==> src/rtl/retire_rat_pkg.sv <==
// Shared widths and types for the retirement RAT and its freed-PR return FIFO.
package retire_rat_pkg;
  localparam int SS         = 2;
  localparam int ARCH_REGS  = 32;
  localparam int PHYS_REGS  = 64;
  localparam int FREE_DEPTH = 8;
  localparam int PRW        = $clog2(PHYS_REGS);
  localparam int CNTW       = $clog2(SS + 1);

  typedef logic [PRW-1:0] preg_t;
  typedef logic [4:0]     areg_t;

  typedef struct packed {
    logic  valid;
    areg_t rd;
    preg_t pd;
  } commit_port_t;
endpackage

==> src/rtl/retire_rat_if.sv <==
// Commit-side, free-list-side and committed-map signals of the retirement RAT.
interface retire_rat_if;
  import retire_rat_pkg::*;

  logic  [SS-1:0]        commit_valid;
  areg_t [SS-1:0]        commit_rd;
  preg_t [SS-1:0]        commit_pd;
  logic                  commit_stall;
  logic  [SS-1:0]        free_valid;
  preg_t [SS-1:0]        free_pr;
  logic  [SS-1:0]        free_ready;
  preg_t [ARCH_REGS-1:0] rrat_map;

  modport slave (
    input  commit_valid, commit_rd, commit_pd, free_ready,
    output commit_stall, free_valid, free_pr, rrat_map
  );

  modport master (
    output commit_valid, commit_rd, commit_pd, free_ready,
    input  commit_stall, free_valid, free_pr, rrat_map
  );
endinterface

==> src/rtl/retire_rat_free_return_fifo.sv <==
// Multi-push/multi-pop freed-PR ring; outputs are combinational from storage (0-cycle read).
// Pops stop at the first slot not ready; o_full asks upstream to stall when fewer than SS slots remain.
module free_return_fifo
  import retire_rat_pkg::*;
#(
  parameter int SS_N  = 2,
  parameter int DEPTH = 8
) (
  input  logic                         clk,
  input  logic                         rst,
  input  logic [$clog2(SS_N+1)-1:0]    i_push_cnt,
  input  preg_t [SS_N-1:0]             i_push_dat,
  output logic  [SS_N-1:0]             o_pop_vld,
  output preg_t [SS_N-1:0]             o_pop_dat,
  input  logic  [SS_N-1:0]             i_pop_rdy,
  output logic                         o_full
);
  localparam int PW = $clog2(DEPTH);
  localparam int CW = PW + 1;
  localparam int NW = $clog2(SS_N + 1);

  preg_t          r_mem [DEPTH];
  logic [PW-1:0]  r_head;
  logic [PW-1:0]  r_tail;
  logic [CW-1:0]  r_count;
  logic [NW-1:0]  w_pop_cnt;
  logic           w_run;

  // Pop count is the length of the leading run of valid&&ready slots.
  always_comb begin
    w_pop_cnt = '0;
    w_run     = 1'b1;
    for (int k = 0; k < SS_N; k++) begin
      o_pop_vld[k] = (r_count > CW'(k));
      o_pop_dat[k] = r_mem[r_head + PW'(k)];
      if (w_run && o_pop_vld[k] && i_pop_rdy[k]) begin
        w_pop_cnt = w_pop_cnt + NW'(1);
      end else begin
        w_run = 1'b0;
      end
    end
  end

  assign o_full = (CW'(DEPTH) - r_count) < CW'(SS_N);

  always_ff @(posedge clk) begin
    for (int j = 0; j < SS_N; j++) begin
      if (NW'(j) < i_push_cnt) begin
        r_mem[r_tail + PW'(j)] <= i_push_dat[j];
      end
    end
  end

  always_ff @(posedge clk or negedge rst) begin
    if (!rst) begin
      r_head  <= '0;
      r_tail  <= '0;
      r_count <= '0;
    end else begin
      r_head  <= r_head + PW'(w_pop_cnt);
      r_tail  <= r_tail + PW'(i_push_cnt);
      r_count <= r_count + CW'(i_push_cnt) - CW'(w_pop_cnt);
    end
  end

  a_no_overflow: assert property (@(posedge clk) disable iff (!rst)
    (32'(r_count) + 32'(i_push_cnt)) <= DEPTH);
endmodule

==> src/rtl/retire_rat.sv <==
// Retirement RAT: applies up to SS commits per cycle in slot order, map visible 1 cycle later.
// Stale PRs go to the free list through a buffered FIFO; commit_stall is driven from FIFO occupancy.
module retire_rat
  import retire_rat_pkg::*;
(
  input  logic         clk,
  input  logic         rst,
  retire_rat_if.slave  bus
);
  preg_t [ARCH_REGS-1:0] r_map;
  preg_t [ARCH_REGS-1:0] w_map;
  preg_t [SS-1:0]        w_push_dat;
  logic  [CNTW-1:0]      w_push_cnt;
  commit_port_t [SS-1:0] w_slot;
  logic                  w_stall;

  // Later slots see earlier slots' updates, so a repeated rd frees the earlier slot's pd.
  always_comb begin
    w_map      = r_map;
    w_push_dat = '0;
    w_push_cnt = '0;
    for (int i = 0; i < SS; i++) begin
      w_slot[i].valid = bus.commit_valid[i] && !w_stall;
      w_slot[i].rd    = bus.commit_rd[i];
      w_slot[i].pd    = bus.commit_pd[i];
      if (w_slot[i].valid && (w_slot[i].rd != '0)) begin
        for (int j = 0; j < SS; j++) begin
          if (CNTW'(j) == w_push_cnt) begin
            w_push_dat[j] = w_map[w_slot[i].rd];
          end
        end
        w_map[w_slot[i].rd] = w_slot[i].pd;
        w_push_cnt          = w_push_cnt + CNTW'(1);
      end
    end
  end

  always_ff @(posedge clk or negedge rst) begin
    if (!rst) begin
      for (int i = 0; i < ARCH_REGS; i++) begin
        r_map[i] <= preg_t'(i);
      end
    end else begin
      r_map <= w_map;
    end
  end

  free_return_fifo #(
    .SS_N  (SS),
    .DEPTH (FREE_DEPTH)
  ) u_fifo (
    .clk        (clk),
    .rst        (rst),
    .i_push_cnt (w_push_cnt),
    .i_push_dat (w_push_dat),
    .o_pop_vld  (bus.free_valid),
    .o_pop_dat  (bus.free_pr),
    .i_pop_rdy  (bus.free_ready),
    .o_full     (w_stall)
  );

  assign bus.commit_stall = w_stall;
  assign bus.rrat_map     = r_map;
endmodule

==> src/flat_wrapper.sv <==
// flat-port wrapper written by rule: the top's interface ports become plain ports
module retire_rat_flat import retire_rat_pkg::*;
  (clk, rst, bus_commit_valid, bus_commit_rd, bus_commit_pd, bus_free_ready, bus_commit_stall, bus_free_valid, bus_free_pr, bus_rrat_map);
  retire_rat_if bus_i ();
  input  logic clk;
  input  logic rst;
  input wire logic [$bits(bus_i.commit_valid)-1:0] bus_commit_valid;
  input wire logic [$bits(bus_i.commit_rd)-1:0] bus_commit_rd;
  input wire logic [$bits(bus_i.commit_pd)-1:0] bus_commit_pd;
  input wire logic [$bits(bus_i.free_ready)-1:0] bus_free_ready;
  output wire logic [$bits(bus_i.commit_stall)-1:0] bus_commit_stall;
  output wire logic [$bits(bus_i.free_valid)-1:0] bus_free_valid;
  output wire logic [$bits(bus_i.free_pr)-1:0] bus_free_pr;
  output wire logic [$bits(bus_i.rrat_map)-1:0] bus_rrat_map;
  assign bus_i.commit_valid = bus_commit_valid;
  assign bus_i.commit_rd = bus_commit_rd;
  assign bus_i.commit_pd = bus_commit_pd;
  assign bus_i.free_ready = bus_free_ready;
  assign bus_commit_stall = bus_i.commit_stall;
  assign bus_free_valid = bus_i.free_valid;
  assign bus_free_pr = bus_i.free_pr;
  assign bus_rrat_map = bus_i.rrat_map;
  retire_rat u_core (.clk(clk), .rst(rst), .bus(bus_i));
endmodule
==> config.mk <==
export PLATFORM = sky130hd
export DESIGN_NAME = retire_rat_flat
export DESIGN_NICKNAME = d
export VERILOG_FILES = /design/src/rtl/retire_rat_pkg.sv /design/src/rtl/retire_rat_if.sv /design/src/rtl/retire_rat_free_return_fifo.sv /design/src/rtl/retire_rat.sv /design/src/flat_wrapper.sv
export SDC_FILE = /design/constraint.sdc
export NUM_CORES = 1
export LEC_CHECK = 0
export ABC_AREA = 0
export CAP_MARGIN = 20
export CORE_MARGIN = 2
export CORE_UTILIZATION = 35
export CTS_CLUSTER_SIZE = 30
export DETAILED_ROUTE_END_ITERATION = 6
export PLACE_DENSITY = 0.6
export SKIP_LAST_GASP = 1
export SYNTH_ARGS = -nofsm -noshare
export SYNTH_HDL_FRONTEND = slang
export SYNTH_SLANG_ARGS = --single-unit
==> constraint.sdc <==
create_clock -name clk -period 4.5 [get_ports clk]
set_input_delay 0.9 -clock clk [delete_from_list [all_inputs] [get_ports clk]]
set_output_delay 0.9 -clock clk [all_outputs]
set_load 0.02 [all_outputs]
==> Yosys cells after proc, flatten, opt, wreduce, memory -nomap -nowiden <==
Memory sizes are Yosys's and may differ from the RTL's.
Index checks and enable logic that the tools add are counted.
{ "totals": {"output_inout_bits": 207, "wordCells": 93, "mem_bits_rw": 48, "mem_count": 1, "register_bits": 202} }
{ "op_classes": {"n_eq_ne": 1, "muxes": 25, "order_cmp": 9, "addsub": 9, "n_reduce_logical": 13} }
{ "memory_table": {"columns": ["name", "words", "word_bits", "rd", "rd_ports_with_merged_regs", "write_ports", "line", "source"], "rows": [
  ["u_core.u_fifo.r_mem", 8, 6, 2, 0, 2, "retire_rat_free_return_fifo.sv:22", "preg_t r_mem [DEPTH];"]
]} }
{ "op_table": {"columns": ["operator", "n"], "rows": [
  ["bitwise mux 192 bit", 2],
  ["two-way mux 192 bit", 2],
  ["binary-select mux 6 bit (select 5 bit)", 2],
  ["demux 6 bit (select 5 bit)", 2],
  ["two-way mux 6 bit", 7],
  ["less-than comparator 5 x 6 -> 1 bit, second input constant", 2],
  ["two-way mux 12 bit", 1],
  ["greater-or-equal comparator 5 x 1 -> 1 bit, second input constant", 2],
  ["nonzero test 5 bit", 2],
  ["logical AND 1 bit", 9],
  ["greater-than comparator 4 x 1 -> 1 bit, second input constant", 2],
  ["two-way mux 1 bit", 7],
  ["adder 3 x 1 -> 3 bit, second input constant", 2],
  ["adder 3 x 2 -> 3 bit", 2],
  ["adder 1 x 1 -> 2 bit, second input constant", 2],
  ["adder 4 x 2 -> 4 bit", 1],
  ["less-than comparator 1 x 2 -> 1 bit, first input constant", 2],
  ["less-than comparator 4 x 2 -> 1 bit, second input constant", 1],
  ["two-way mux 2 bit", 2],
  ["subtractor 4 x 2 -> 4 bit", 1],
  ["subtractor 4 bit, first input constant", 1],
  ["zero test 2 bit", 1],
  ["== test 1 bit, first input constant", 1],
  ["zero test 1 bit", 1]
]} }

==> Longest topological paths before layout <==
{ "logic_depth": {"word_depth": 11, "depth_mapped": 16, "depth_no_buf": 15} }

==> Modules after synthesis <==
Synthesis repeated with hierarchy kept, for this count alone.
{ "hier_totals": {"cells_unflattened": 1645, "hier_area_um2": 16316.9} }
{ "by_module_without_submodules": {"columns": ["mod", "n_inst", "cells_each", "seq_area_each_um2", "area_per_inst_um2"], "rows": [
  ["retire_rat", 1, 1422, 4904.7, 12801.0],
  ["free_return_fifo", 1, 223, 1691.6, 3515.9]
]} }

==> Worst setup path after synthesis <==
No wires, ideal clock.
{ "synth_timing": {"path_type": "in2reg", "start": "input bus_commit_rd[1]", "end": "memory u_core.u_fifo.r_mem[0][1] (netlist name), data pin", "setup_ns": 0.283, "n_path_buf": 1, "t_arrival_ns": 3.896, "slack_ns": 0.321, "path_stages": 9, "cell_sequence": "clkbuf_1 > nand2_1 > nor3_1 > nand3_1 > mux2i_1 > or4_1 > or4_4 > a2111oi_4 > o22ai_1"} }
{ "synth_rtl": {"columns": ["item", "line", "source"], "rows": [
  ["start, declared", "flat_wrapper.sv:8", "input wire logic [$bits(bus_i.commit_rd)-1:0] bus_commit_rd;"],
  ["end, declared", "retire_rat_free_return_fifo.sv:22", null]
]} }

==> results.json <==
{
  "grt_overflow": 0,
  "cts-root-buf": "clkbuf_16",
  "power_density_nw_per_um2": 744,
  "drc": 0,
  "dr_wl_met2_um": 37900,
  "grt_pass1_wl_um": 117000,
  "hold_violations": 0,
  "clock_latency_ns": 0.59,
  "synth_seq_area_share_pct": 39.6,
  "portBuffers": 234,
  "leakagePower_nw": 9.26,
  "cts.path.max_buffers": 3,
  "arrival_ns": 4.67,
  "max_freq_mhz": 229,
  "syn_inst": 1738,
  "avgViaCountPerCell": 6.14,
  "path_clk_slew_ns": 0.06,
  "clkSinkCount": 250,
  "postLayoutCoreUtil_pct": 45.9,
  "ios": 235,
  "hold_buffers": 0,
  "die_h_um": 222,
  "hold_slack_ns": 0.372,
  "start_util_pct": 35.6,
  "dp.final_hpwl_um": 62100,
  "multiInputGateArea_um2": 9380,
  "cp-end-kind": "register",
  "postRouteAntennaNets": 0,
  "instances_no_fill": 2645,
  "drive_above_1_share_pct": 20.5,
  "die_w_um": 222,
  "cts_resized": 0,
  "drtPass1Iterations": 6,
  "synth_nets": 1786,
  "synth_top_area_share_pct": 18.3,
  "drt_wl_total_um": 82100,
  "core-area_um2": 46800,
  "worstSetupPathType": "register to register",
  "seq_area_um2": 6600,
  "status": "finished, final reports clean",
  "setup_slack_ns": 0.140,
  "design_area_um2": 21500,
  "postSynthAreaPerCell_um2": 9.58,
  "fillerInstances": 4449,
  "synth_cell_types": 60,
  "synth-main-ff-cell": "dfrtp_1",
  "drtIter0Drc": 1927,
  "drt-met1-wl_um": 32800,
  "async_reset_ff_share_pct": 80.8,
  "setup-violations-final": 0,
  "grt_usage_pct": 32.5,
  "ir_worst_vdd_mv": 0.506,
  "final.period_utilization_pct": 96.9,
  "vias": 16248,
  "worstPathRequired_ns": 4.81,
  "dr.max_layer_used": "met5",
  "maxSlewHeadroom_pct": 34.0,
  "rsz0062_at_grt": "no",
  "grt_pass1_vias": 15767,
  "wl_met3_um": 7090,
  "skew_ns": 0.0280,
  "cts-buffers-inserted": 31,
  "area_growth_pct": 29.0,
  "gp_congestion": 1.08,
  "worst-path-max-fanout": 8,
  "die_area_um2": 49300,
  "routedWlPerCell_um": 31.1,
  "finalCriticalPeriod_ns": 4.36,
  "post_cts_buffers": 0,
  "fp-row-count": 79,
  "post-place-ws_ns": -0.220,
  "drv_slew": 0,
  "antenna_cells": 0,
  "grt_max_degree": 88,
  "synth_edf_count": 48,
  "fin_setup_tns_ns": 0,
  "finalPower_mw": 16.0,
  "yosys_warnings": 0,
  "dpl-instance-area_um2": 20400,
  "cts_tree": "built",
  "layout.nets": 2062,
  "htreeDepth": 1,
  "hp-class": "input port to async pin",
  "syn-cell-area_um2": 16600,
  "synth_top_area_cell": "dfrtp_1",
  "dp.cells": 2588,
  "tightest_slew_ns": 0.989,
  "antenna_found_initial": 1,
  "yosys-top-cells-area": "dfrtp_1, mux2i_1, dfstp_2, mux4_2, edfxtp_1",
  "ys_ff_latch": 250,
  "startpoint_type": "register",
  "cap_violations": 0
}
-- cells by family after synthesis --
family          Yosys count  share of synthesized area, %
compound gates          348                          12.5
xor+xnor                 15                         0.789
fa+ha+maj                20                          1.68
buf+inv                 179                          4.05
flops                   250                          39.6
mux                     330                          25.4
simple gates            596                          16.0
-- sequential cells by signal, summed over array words and instances (netlist names) --
register               flops
u_core.bus.rrat_map      192
u_core.u_fifo.r_count      4
u_core.u_fifo.r_head       3
u_core.u_fifo.r_mem       48
u_core.u_fifo.r_tail       3
-- Yosys cell counts, types with 11 or more instances --
cell	count
nor4_1	23
dfrtp_1	122
xnor2_1	11
nand2_1	216
inv_1	20
a21oi_1	181
o22ai_1	114
dfstp_2	80
buf_1	29
nand3_1	39
mux4_2	72
ha_1	16
edfxtp_1	48
nor2_1	229
clkbuf_1	128
mux2i_1	240
mux2_2	18
-- critical path: stages, from the launching register on --
cell and delay (ns):
dfrtp_1 0.39, inv_1 0.15, ha_1 0.31, nor4b_2 0.08
buf_4 0.17, or4b_1 0.46, buf_4 0.21, nor3_4 0.21
buf_4 0.23, mux2i_1 0.44, o32ai_1 0.28, or4_1 0.54
nor4_2 0.31, buf_4 0.22, o22ai_1 0.09
-- placed cells by master, fill, tap and decap left out, drive strengths merged, types with 4 or more instances in the layout --
cell type,synthesis,routed
a21oi,181,181
a311oi,6,6
a31oi,5,5
a32oi,5,5
and2,9,9
and3,6,6
and4,6,6
buf,31,175
clkbuf,128,45
clkdlybuf4s50,0,226
clkinv,0,7
dfrtp,122,122
dfstp,80,80
edfxtp,48,48
fa,4,4
ha,16,16
inv,20,21
mux2,18,18
mux2i,240,240
mux4,72,72
nand2,216,216
nand2b,7,7
nand3,39,39
nand3b,4,4
nand4,7,7
nor2,229,229
nor2b,6,6
nor3,15,15
nor3b,4,4
nor4,24,24
o221ai,6,6
o22a,4,4
o22ai,114,114
o32ai,5,5
or2,5,5
or3b,4,4
or4,7,7
xnor2,11,11
xor2,4,4
-- report_power, final --
group / total [mW] / switching, mW / internal, mW
sequential: 5.22 / 1.47 / 3.75
clock: 2.60 / 1.06 / 1.55
combinational: 8.16 / 4.37 / 3.78
-- cell type report --
| cell class | instances | share of cell area [%] |
|---|---|---|
| sequential | 250 | 30.7 |
| multi-input combinational | 1309 | 43.7 |
| clock buffer | 44 | 4.16 |
| inverter | 20 | 0.349 |
| timing repair buffer | 402 | 16.9 |
| tap | 607 | 3.54 |
| clock inverter | 13 | 0.711 |
-- routing by layer --
metal  GRT usage (%)  vias up
li1                -     6927
met1            43.0     8132
met2            52.2      991
met3            5.37      196
met4            15.0        2
met5               0        -
-- final timing paths --
check	start	end	slack (ns)	depth (start not counted)
worst min register to register	u_core.bus.rrat_map[4]	u_core.bus.rrat_map[4]	0.46	0
worst min-delay path	rst	u_core.bus.rrat_map[68]	0.37	1
worst max register to register	u_core.u_fifo.r_count[1]	u_core.u_fifo.r_mem[0][0]	0.14	14
min in group clk	u_core.bus.rrat_map[4]	u_core.bus.rrat_map[4]	0.46	0
max in group asynchronous	rst	u_core.bus.rrat_map[133]	3.24	2
worst max-delay path	u_core.u_fifo.r_count[1]	u_core.u_fifo.r_mem[0][0]	0.14	14
(Power assumes the default switching activity.)
